===== config.mk =====
export PLATFORM = sky130hd
export DESIGN_NAME = msg_field_parser
export DESIGN_NICKNAME = d
export VERILOG_FILES = /design/src/rtl/msg_field_parser.sv
export SDC_FILE = /design/constraint.sdc
export NUM_CORES = 1
export LEC_CHECK = 0
export CELL_PAD_IN_SITES_DETAIL_PLACEMENT = 1
export CELL_PAD_IN_SITES_GLOBAL_PLACEMENT = 2
export CORE_MARGIN = 2
export CORE_UTILIZATION = 33
export CTS_CLUSTER_SIZE = 30
export DETAILED_ROUTE_END_ITERATION = 16
export HOLD_SLACK_MARGIN = 0.08
export PLACE_DENSITY = 0.76
export SYNTH_ARGS = -nofsm -noshare
export SYNTH_HDL_FRONTEND = slang
export SYNTH_SLANG_ARGS = --single-unit

===== constraint.sdc =====
create_clock -name block2_clk -period 5 [get_ports block2_clk]
set_input_delay 1 -clock block2_clk [delete_from_list [all_inputs] [get_ports block2_clk]]
set_output_delay 1 -clock block2_clk [all_outputs]
set_load 0.02 [all_outputs]

===== src/rtl/msg_field_parser.sv =====
// Byte-serial message field parser: type/length/price extraction with XOR check.
// Checksum logic built only when MSG_PARSER_CHECKSUM_EN is defined.
module msg_field_parser #(
    parameter int         WordWidth   = 64,
    parameter int         LogWidth    = 3,
    parameter logic [7:0] ACCEPT_TYPE = 8'h00
) (
    input  logic                 block2_clk,
    input  logic                 block2_reset,
    input  logic                 in_valid,
    input  logic [WordWidth-1:0] in_data,
    output logic                 finished,
    output logic                 busy,
    output logic                 out_valid,
    output logic [7:0]           out_type,
    output logic [15:0]          out_length,
    output logic [31:0]          out_price,
    output logic                 out_err
);

    typedef enum logic [1:0] {
        IDLE,
        SCAN,
        CHECK,
        DONE
    } state_t;

    localparam logic [LogWidth-1:0] LastIdx = LogWidth'(7);

    state_t               state;
    logic [WordWidth-1:0] shreg;
    logic [LogWidth-1:0]  cnt;
    logic [7:0]           cur_byte;
    logic                 type_ok;

    assign cur_byte = shreg[WordWidth-1 -: 8];
    assign busy     = (state != IDLE);
    // out_type already holds byte 0 by the time the last byte is consumed
    assign type_ok  = (ACCEPT_TYPE == 8'h00) || (out_type == ACCEPT_TYPE);

`ifdef MSG_PARSER_CHECKSUM_EN
    logic [7:0] acc;
    logic [7:0] rx_chk;

    always_ff @(posedge block2_clk or posedge block2_reset) begin
        if (block2_reset) begin
            acc    <= 8'h00;
            rx_chk <= 8'h00;
        end else if (state == IDLE && in_valid) begin
            acc <= 8'h00;
        end else if (state == SCAN) begin
            if (cnt == LastIdx)
                rx_chk <= cur_byte;
            else
                acc <= acc ^ cur_byte;
        end
    end

    logic chk_bad;
    assign chk_bad = (acc != cur_byte);
`else
    logic chk_bad;
    assign chk_bad = 1'b0;
`endif

    always_ff @(posedge block2_clk or posedge block2_reset) begin
        if (block2_reset) begin
            state      <= IDLE;
            shreg      <= '0;
            cnt        <= '0;
            finished   <= 1'b0;
            out_valid  <= 1'b0;
            out_err    <= 1'b0;
            out_type   <= 8'h00;
            out_length <= 16'h0000;
            out_price  <= 32'h0000_0000;
        end else begin
            out_valid <= 1'b0;
            out_err   <= 1'b0;
            finished  <= 1'b0;
            case (state)
                IDLE: begin
                    if (in_valid) begin
                        shreg <= in_data;
                        cnt   <= '0;
                        state <= SCAN;
                    end
                end
                SCAN: begin
                    shreg <= shreg << 8;
                    cnt   <= cnt + 1'b1;
                    case (int'(cnt))
                        0: out_type          <= cur_byte;
                        1: out_length[15:8]  <= cur_byte;
                        2: out_length[7:0]   <= cur_byte;
                        3: out_price[31:24]  <= cur_byte;
                        4: out_price[23:16]  <= cur_byte;
                        5: out_price[15:8]   <= cur_byte;
                        6: out_price[7:0]    <= cur_byte;
                        default: ;
                    endcase
                    if (cnt == LastIdx) begin
                        state     <= CHECK;
                        out_valid <= type_ok;
                        out_err   <= type_ok && chk_bad;
                    end
                end
                CHECK: begin
                    state    <= DONE;
                    finished <= 1'b1;
                end
                DONE: begin
                    state <= IDLE;
                end
                default: state <= IDLE;
            endcase
        end
    end

endmodule


* Word-level counts from Yosys, hierarchy flattened
Cells that the tools add are included.
Storage, ports and cells: output and inout port bits 60, input bits 67, word-level logic and storage cells 48, bits in registers 127
Cells by class: add/sub/neg operators 1, multiplexer cells 10, eq/ne operators 12, reductions and logical operators 13
Operators by type and width (count):
- $pmux W64 S2 | 1
- $mux W64 | 1
- $reduce_and A2 Y1 | 9
- $eq A3 B3 Y1 const B | 4
- $pmux W2 S4 | 1
- $eq A3 B2 Y1 const B | 2
- $pmux W3 S2 | 1
- $eq A2 B2 Y1 const B | 2
- $mux W2 | 2
- $ne A2 B2 Y1 const B | 2
- $reduce_bool A2 Y1 | 2
- $add A3 B1 Y3 const B | 1
- $eq A3 B1 Y1 const B | 1
- $logic_not A3 Y1 | 1
- $mux W1 | 3
- $mux W3 | 1
- $eq A2 B1 Y1 const B | 1
- $logic_not A2 Y1 | 1

* Depth between registers and ports, before layout
depth after elaboration 3, depth in mapped cells 7, depth with buffers taken out 5

* Least setup slack after synthesis
OpenSTA, ideal clock, no wires.
kind input -> register, from in in_valid, to reg state[1], required time 4.875 ns, path buffers 0, arrival 1.758 ns, setup time 0.125 ns, path slack 3.117 ns, cell stages on the path 3, cells stage by stage nand2b_1 -> a21boi_0 -> mux2_2
On the way: longest elaborated chain between the ends 2
Ends and longest elaborated chain:
- from (decl) | line 10 | input logic in_valid,
- $ne A2 B2 Y1 (no source line)
- $reduce_and A2 Y1 (no source line)
- to (signal assigned) | line 68 | state <= IDLE;
- to (signal assigned) | line 86 | state <= SCAN;
- to (signal assigned) | line 103 | state <= CHECK;
- to (decl) | line 30 | state_t state;
No other way between the ends. A chain may end at the register's enable or synchronous reset.

* Final worst setup path
from reg state[0], to out busy
On the way: longest elaborated chain between the ends 1
Ends and longest elaborated chain:
- $reduce_bool A2 Y1 | line 37 | assign busy = (state != IDLE);
- to (decl) | line 13 | output logic busy,
No other way between the ends.

==> results.py <==
metrics = {
    "status": {
        "status": "finished clean",
    },
    "power_and_ir_drop": {
        "p_total_uw": 4760,
        "power.density_nw_per_um2": 637,
        "p_leak_uw": 0.00331,
        "ir_worst_vdd_uv": 298,
    },
    "setup_path": {
        "critical-path-top-delay-family": "buffers and inverters",
        "rr_worst_depth": 5,
        "crit_chain": "inv_1 -> ha_1 -> inv_1 -> clkdlybuf4s50_1",
        "crit_top_cell": "inv_1",
        "crit_type": "reg -> out",
        "r2r-end": "state[1]",
        "crit_slowest_cell": "clkdlybuf4s50_1",
        "arrival_ns": 1.85,
        "crit_fanout": 4,
        "rrSetupSlack_ns": 2.52,
        "slowest_delay_ns": 0.59,
        "worstPathRequired_ns": 4.00,
        "cp_num_buf_inv": 3,
        "reg2reg_from": "state[1]",
        "critPathLaunchType": "register",
        "end_kind": "primary output",
    },
    "route": {
        "vias": 3671,
        "drt-total-wl_microns": 13400,
        "firstDrtPassIters": 4,
        "avgRoutedWirePerCell_microns": 16.9,
        "detail-route-antenna-nets": 0,
        "drc": 0,
        "drtIter0Drc": 151,
        "routed_via_density": 4.64,
    },
    "global_route": {
        "use_met1_pct": 19.0,
        "use_met2_pct": 27.1,
        "grt_pass1_vias": 3944,
        "met3_usage_pct": 4.75,
        "grt_use_total_pct": 15.9,
        "grt_most_used_layer": "met2",
        "grt.overflow.total": 0,
        "antenna_found_initial": 0,
        "grt_pass1_wl_microns": 21600,
        "grt_max_degree": 132,
    },
    "sta": {
        "timing.fmax_mhz": 351,
        "period_share_pct": 57.0,
        "hold_viol_final": 0,
        "worst_slew_margin_rel_pct": 25.3,
        "setup-tns-final_ns": 0,
        "layout_min_cycle_time_ns": 2.85,
        "finClkSkew_ns": 0.00905,
        "final-max-slew-violation-count": 0,
        "rsz0062_at_grt": "false",
        "worst_pin_slew_ns": 1.12,
        "setup-violations-final": 0,
    },
    "synth": {
        "syn_inst": 439,
        "ys_seq_elements": 127,
        "yosysWarnings": 0,
        "synthDistinctLibCells": 22,
        "syn_avg_cell_area_sq_um": 12.4,
        "yosysSeqAreaShare_pct": 58.3,
        "syn_nets": 516,
        "synthesis.area_sq_um": 5450,
    },
    "floorplanning": {
        "core_area_sq_um": 16000,
        "dieArea_sq_um": 17600,
        "fp.dieW_microns": 132,
        "die_h_microns": 132,
        "start_util_pct": 34.0,
        "pin_count": 127,
        "core.rowCount": 46,
    },
    "hold_path": {
        "worstHoldStart": "shreg[31]",
        "hp-class": "reg -> reg",
        "holdPathEnd": "shreg[31]",
        "hold_path_depth": 2,
    },
    "clock_tree": {
        "cts_tree": "yes",
        "clockRootBuffer": "clkbuf_16",
        "clkTransAtPathRegs_ns": 0.05,
        "h-tree-depth": 4,
        "cts_max_path_buffers": 2,
        "clkLatencyLatePin_ns": 0.42,
        "cts_resized": 0,
        "numClockSinks": 127,
        "post_cts_buffers": 0,
        "cts_buffers": 17,
        "cts_hold_buf": 0,
    },
    "finish": {
        "drive_gt1_share_pct": 17.0,
        "diodes": 0,
        "syn2layout_area_growth_pct": 37.0,
        "nNetsFinal": 639,
        "fillerInstances": 1718,
    },
    "placed_design": {
        "dp_hpwl_microns": 9040,
        "portBuffers": 125,
        "gp_congestion": 0.762,
    },
    "job": {
        "maxCapViolCount": 0,
    },
}
kinds of logic (layout without fill, tap and decap cells):
kind of cell	after synthesis	in the layout	synth area share (%)
AO/OA/AOI/OAI	68	68	6.39
adder cells (fa/ha/maj)	10	10	2.30
buffers and inverters	32	168	3.74
flip-flops	127	127	58.3
multiplexers	115	115	22.4
other	1	1	0.0688
AND/OR/NAND/NOR	86	86	6.73
per-stage QoR:
stage | std cells | area [sq um] | hold WS (ns) | setup WS [ns] | utilization [%]
floorplan | 439 | 5450 | 0.448 | 0.616 | -
global placement | 759 | 6850 | 0.462 | 2.13 | 42.8
detailed placement | 759 | 6850 | 0.471 | 2.01 | 42.8
CTS | 791 | 7460 | 0.483 | 2.11 | 46.6
global route | 791 | 7460 | 0.501 | 2.06 | 46.6
finish | 791 | 7460 | 0.479 | 2.15 | 46.6
cell usage in the layout, fill, tap and decap left out:
| cell type | netlist | layout |
|---|---|---|
| conb_1 | 1 | 1 |
| ha_1 | 10 | 9 |
| mux2_2 | 56 | 56 |
| nor2_1 | 1 | 1 |
| dfrtp_1 | 127 | 127 |
| buf_4 | 6 | 3 |
| nand3_1 | 3 | 3 |
| mux2i_4 | 0 | 1 |
| nand2_1 | 67 | 67 |
| a21boi_0 | 1 | 1 |
| a32o_1 | 1 | 1 |
| and2b_2 | 1 | 1 |
| inv_6 | 0 | 4 |
| nand2_2 | 4 | 4 |
| nand2b_1 | 9 | 9 |
| mux2_1 | 1 | 1 |
| clkinv_4 | 0 | 6 |
| bufinv_16 | 0 | 3 |
| and2_1 | 1 | 1 |
| o21ai_0 | 66 | 66 |
| clkinvlp_4 | 0 | 2 |
| mux2i_1 | 58 | 57 |
| ha_4 | 0 | 1 |
| inv_1 | 8 | 7 |
| clkbuf_16 | 0 | 17 |
| clkdlybuf4s50_1 | 0 | 125 |
| clkbuf_1 | 4 | 1 |
cell usage after synthesis (all sizes together):
cell type / count / area (sq um)
nand2b: 9 / 56.3
buf: 18 / 149
a32o: 1 / 10.0
conb: 1 / 3.75
a21boi: 1 / 7.51
nand2: 71 / 277
and2: 1 / 6.26
and2b: 1 / 8.76
nand3: 3 / 15.0
o21ai: 66 / 330
ha: 10 / 125
mux2i: 58 / 581
dfrtp: 127 / 3180
clkbuf: 6 / 25.0
inv: 8 / 30.0
mux2: 57 / 642
nor2: 1 / 3.75
state kept, by name, summed over array words and instances (netlist names):
| name | count |
|---|---|
| state | 2 |
| cnt | 3 |
| shreg | 64 |
| out_price | 32 |
| out_type | 8 |
| out_length | 16 |
| out_valid | 1 |
| finished | 1 |
worst max path at each step:
stage	from	end	slack, ns	cells after the start
final	state[0]	busy	2.15	4
after global placement	in_valid	shreg[24]	2.13	4
after detailed placement	in_valid	shreg[57]	2.01	4
after CTS	state[0]	busy	2.11	4
after global routing	state[0]	busy	2.06	4
after floorplan	block2_reset	cnt[0]	0.62	1
area by class of cell:
cell class / instances / area, sq um / area share [%]
Tap cell: 216 / 270 / 3.62
Multi-Input combinational cell: 280 / 2090 / 28.0
Inverter: 8 / 35.0 / 0.470
Clock inverter: 14 / 184 / 2.47
Clock buffer: 18 / 429 / 5.75
Sequential cell: 127 / 3180 / 42.6
Timing Repair Buffer: 128 / 1270 / 17.1
metal layers:
layer,up-vias,part of all wire [%]
li1,1755,-
met1,1799,44
met2,103,49
met3,14,5.5
met4,0,1.3
met5,-,0
tightest hold or removal path: cells and delay by family, from the launching register on:
kind / cells / cell delay, ns
AND/OR/NAND/NOR: 1 / 0.05
flip-flops: 1 / 0.34
AO/OA/AOI/OAI: 1 / 0.06
where the power goes:
part           switching (uW)  total, uW  internal, uW
logic                     925       1730           809
registers                 295       1750          1450
clock network             483       1280           792
total                    1700       4760          3050
Power figures use the tool's default switching activity.
